`src/rtl/strip_frame_scheduler.sv`:
```
// Frame sequencer for one LED strip: walks every LED (read, encode, wait done), then holds the latch gap.
// Shares the single memory port with UART writes. Define WRITE_FRAME_LOCK_EN to block writes during a frame.
module strip_frame_scheduler #(
    parameter int NUM_LEDS     = 144,
    parameter int ADDR_WIDTH   = 9,
    parameter int LATCH_CYCLES = 960
) (
    input  logic                  clock_12mhz,
    input  logic                  reset_n,
    input  logic                  framerate,
    input  logic                  write_request,
    input  logic [ADDR_WIDTH-1:0] write_address,
    input  logic [23:0]           write_data,
    output logic                  write_ack,
    output logic                  perform_read,
    output logic                  perform_write,
    output logic [ADDR_WIDTH-1:0] mem_address,
    output logic [23:0]           mem_write_data,
    input  logic                  read_data_ready,
    output logic                  encoder_start,
    input  logic                  encoder_finished,
    output logic [ADDR_WIDTH-1:0] led_counter,
    output logic                  frame_busy,
    output logic [7:0]            overrun_count
);

    localparam int LATCH_WIDTH = (LATCH_CYCLES > 1) ? $clog2(LATCH_CYCLES) : 1;
    localparam logic [ADDR_WIDTH-1:0] LAST_LED = ADDR_WIDTH'(NUM_LEDS - 1);

    typedef enum logic [2:0] {
        IDLE,
        FETCH,
        WAIT_DATA,
        WAIT_DONE,
        LATCH
    } state_t;

    state_t                 state;
    logic [LATCH_WIDTH-1:0] latch_count;
    logic [2:0]             finished_sync;
    logic                   done;
    logic                   write_allowed;

    // Two flops cross from the encoder clock; the third only remembers the last value for edge detection.
    assign done = finished_sync[1] & ~finished_sync[2];

    always_ff @(posedge clock_12mhz or negedge reset_n) begin
        if (!reset_n) begin
            state         <= IDLE;
            latch_count   <= '0;
            finished_sync <= '0;
            perform_read  <= 1'b0;
            encoder_start <= 1'b0;
            led_counter   <= '0;
            frame_busy    <= 1'b0;
            overrun_count <= '0;
        end else begin
            finished_sync <= {finished_sync[1:0], encoder_finished};
            perform_read  <= 1'b0;
            encoder_start <= 1'b0;

            if (framerate && state != IDLE && overrun_count != 8'hFF) begin
                overrun_count <= overrun_count + 8'd1;
            end

            case (state)
                IDLE: begin
                    if (framerate) begin
                        state        <= FETCH;
                        led_counter  <= '0;
                        frame_busy   <= 1'b1;
                        perform_read <= 1'b1;
                    end
                end
                FETCH: begin
                    state <= WAIT_DATA;
                end
                WAIT_DATA: begin
                    if (read_data_ready) begin
                        encoder_start <= 1'b1;
                        state         <= WAIT_DONE;
                    end
                end
                WAIT_DONE: begin
                    if (done) begin
                        if (led_counter == LAST_LED) begin
                            latch_count <= LATCH_WIDTH'(LATCH_CYCLES - 1);
                            state       <= LATCH;
                        end else begin
                            led_counter  <= led_counter + ADDR_WIDTH'(1);
                            perform_read <= 1'b1;
                            state        <= FETCH;
                        end
                    end
                end
                LATCH: begin
                    if (latch_count == '0) begin
                        state       <= IDLE;
                        frame_busy  <= 1'b0;
                        led_counter <= '0;
                    end else begin
                        latch_count <= latch_count - LATCH_WIDTH'(1);
                    end
                end
                default: state <= IDLE;
            endcase
        end
    end

`ifdef WRITE_FRAME_LOCK_EN
    // The framerate cycle already counts as busy so a coincident write cannot tear the new frame.
    assign write_allowed = ~frame_busy & ~framerate;
`else
    assign write_allowed = 1'b1;
`endif

    // Reads are registered strobes, so a write simply fills every cycle the read strobe leaves free.
    assign write_ack      = write_request & reset_n & ~perform_read & write_allowed;
    assign perform_write  = write_ack;
    assign mem_address    = perform_read ? led_counter : (write_ack ? write_address : '0);
    assign mem_write_data = write_ack ? write_data : '0;

endmodule

```
`config.mk`:
```
export PLATFORM = sky130hd
export DESIGN_NAME = strip_frame_scheduler
export DESIGN_NICKNAME = d
export VERILOG_FILES = /design/src/rtl/strip_frame_scheduler.sv
export SDC_FILE = /design/constraint.sdc
export NUM_CORES = 1
export LEC_CHECK = 0
export BUFFER_PORTS_ARGS = -buffer_cell sky130_fd_sc_hd__buf_2
export CAP_MARGIN = 30
export CORE_ASPECT_RATIO = 1.1
export CORE_UTILIZATION = 47
export DETAILED_ROUTE_END_ITERATION = 10
export GPL_ROUTABILITY_DRIVEN = 0
export PLACE_DENSITY = 0.8
export RECOVER_POWER = 50
export SLEW_MARGIN = 20
export SYNTH_ARGS = -nofsm -noshare
export SYNTH_HDL_FRONTEND = slang
export SYNTH_SLANG_ARGS = --single-unit
```
`constraint.sdc`:
```
create_clock -name clock_12mhz -period 2.3 [get_ports clock_12mhz]
set_input_delay 0.46 -clock clock_12mhz [delete_from_list [all_inputs] [get_ports clock_12mhz]]
set_output_delay 0.46 -clock clock_12mhz [all_outputs]
set_load 0.005 [all_outputs]
```
==> results.md <==
* Status: finished, final reports clean
* Clock slew seen by the registers of the worst setup and hold paths at 0.07 ns
* Final hold slack at 0.273 ns
* Fillcell total at 335
* Die width at 64.8 um
* Final Total Pwr at 2140 uW
* Wire per inst at 13.5 um
* Cell variety after synth at 41
* Synth top area share at 0.441
* Antenna violations before repair at 0
* # resized after CTS at 0
* Highest-delay cell along the critical path: or4b_4
* Setup TNS Final at 0 ns
* Measured slew at the worst slew-check pin at 0.862 ns
* Cell leakage power at 0.00141 uW
* DRT iter0 DRCs at 147
* Ant. Diodes at 0
* Syn_area_per_cell at 9.20 sq um
* Hold Crit Class: input port to flip-flop
* Post-place instance area at 2570 sq um
* RSZ-0062 raised after global routing: false
* Area leader, netlist: dfrtp_1
* H-tree levels at 2
* Top cells by count, synth: dfrtp_1 (36), and2_1 (24), nand2_1 (19), nor2_1 (19), a22o_1 (10)
* Critical path startpoint: latch_count[0]
* Final setup viols at 0
* Sequential area share after synthesis at 0.441
* Clk root buf: clkbuf_8
* Drt pass-1 iters at 4
* I/O Buffers at 93
* CTS Hold Bufs at 0
* CP bufs+invs at 1
* Max IR drop VDD at 0.656 mV
* Synthesis-to-finish area growth at 30.5%
* CP Max Fanout at 8
* CTS Buf Count at 5
* Req. time, crit path at 2.46 ns
* Pwr Density at 802 nW/um^2
* Relative slew slack at 0.425
* Cell Rows at 24
* Mapped Cells at 222
* Clk_skew at 0.00742 ns
* R2r startpoint: latch_count[0]
* Synth Net Count at 264
* Nets at 360
* Crit path largest cell delay at 0.51 ns
* CTS max path bufs at 2
* Largest net degree at the start of global routing at 37
* Syn. warnings at 0
* Via count at 2011
* Later-pin clock latency in the skew report at 0.29 ns
* Max Cap Viol at 0
* Final ANT Viol Nets at 0
* Startpoint Class: flip-flop
* Top Ports at 94
* CTS tree: built
* Prevailing post-synth register cell: dfrtp_1
* Number of remaining DRC errors at 0
* Layout cells sized above 1 at 0.335
* Die area at 4610 sq um
* Final period util at 0.931
* Final Routed Wirelength at 5010 um
* Crit path capture type: flip-flop
* Largest cells by area after synthesis: dfrtp_1 (44%), and2_1 (7.4%), a22o_1 (4.3%), nand2_1 (3.5%), nor2_1 (3.5%)
* Min Tclk post-route at 2.14 ns
* Worst endpoint data arrival time at 2.31 ns
* Initial Util at 0.504
* CP Cell Sequence: inv_1 > ha_1 > or4b_4 > o311ai_4 > o221ai_2 > o21ai_1 > o31ai_1
* FMAX at 467 MHz
* First-pass GRT wire length at 8280 um
* Largest delay share family, worst path: compound AO/OA/AOI/OAI gates
* FF+latch count, synth at 36
* Hold Violations, Final at 0
* Final Max Tran Viols at 0
* Setup bufs post-CTS at 0
* Critical path type: flip-flop to flip-flop
* DPL Wire Length at 3760 um
* Vias in the first global route at 1852
* Count leader, synth: dfrtp_1
* Die Y at 71.1 um
* Hold path start: encoder_finished
* Clock sink count at 36
* Final Cell Area at 2670 sq um
* Post-synth EDFFs at 0
* Total GRT Usage at 0.229
* Share of flip-flops with an asynchronous set or reset at 1.00
* Total grt overflow at 0
* Mapped cell area at 2040 sq um
* Area of the core at 4050 sq um
* Vias per std cell at 5.42
-- per-layer routing --
metal  GRT usage  vias to the layer above  wire length [um]
met4      0.0840                        0                97
met1       0.277                      929              2010
li1            -                      987                 -
met3      0.0500                       11               344
met2       0.396                       84              2560
met5           0                        -                 0
-- logic make-up after synthesis --
logic type	synth area share
simple gates	0.271
compound gates	0.183
flops	0.441
buf+inv	0.0343
xor+xnor	0.0472
fa+ha+maj	0.0184
mux	0.00551
-- where the power goes --
part / switching [uW] / internal, uW / leakage (uW)
registers: 160 / 752 / 0.000469
logic: 364 / 315 / 0.000892
clock network: 226 / 320 / 0.0000541
-- worst register-to-register path, stage by stage (launching register included) --
cell and delay [ns]:
dfrtp_1 0.43, inv_1 0.08, ha_1 0.21, or4b_4 0.51, o311ai_4 0.27, o221ai_2 0.25, o21ai_1 0.19, o31ai_1 0.09
-- layout make-up --
type | count | area, sq um | area share
Clock buffer | 5 | 68.8 | 0.0258
Clock inverter | 3 | 42.5 | 0.0160
Inverter | 7 | 26.3 | 0.00986
Multi-Input combinational cell | 169 | 1060 | 0.400
Sequential cell | 36 | 901 | 0.338
Tap cell | 52 | 65.1 | 0.0244
Timing Repair Buffer | 99 | 497 | 0.186
-- layout by cell type, fill, tap and decap left out, drive strengths merged, types with 2 or more instances in the layout --
master,instances
buf,91
dfrtp,36
and2,24
nand2,19
nor2,19
o21ai,15
clkbuf,13
a22o,10
nor3,9
xor2,8
inv,7
nand3,7
nor4,6
a21oi,5
and3,4
a31oi,4
o31ai,4
nand2b,3
or3,3
o41ai,3
xnor2,3
ha,3
nor3b,2
o22ai,2
or2,2
or4,2
o221ai,2
-- sequential cells by signal (all words and copies together), names as in the netlist --
signal,count
encoder_start,1
overrun_count,8
perform_read,1
frame_busy,1
latch_count,10
led_counter,9
state,3
finished_sync,3
-- per-stage QoR --
| step | utilization | setup slack, ns | instances |
|---|---|---|---|
| after floorplan | - | 0.205 | 222 |
| final | 0.657 | 0.159 | 371 |
| after CTS | 0.662 | 0.156 | 371 |
| after detailed placement | 0.635 | 0.181 | 363 |
| after global routing | 0.657 | 0.00718 | 371 |
| after global placement | 0.635 | 0.240 | 363 |
-- final timing paths --
path,depth (start not counted),slack [ns],endpoint
min in group asynchronous,2,0.48,led_counter[4]
min reg2reg,0,0.35,finished_sync[1]
max,7,0.16,led_counter[3]
max reg2reg,7,0.16,led_counter[3]
max in group asynchronous,2,1.28,latch_count[6]
min,1,0.27,finished_sync[0]
(Power assumes the default switching activity.)
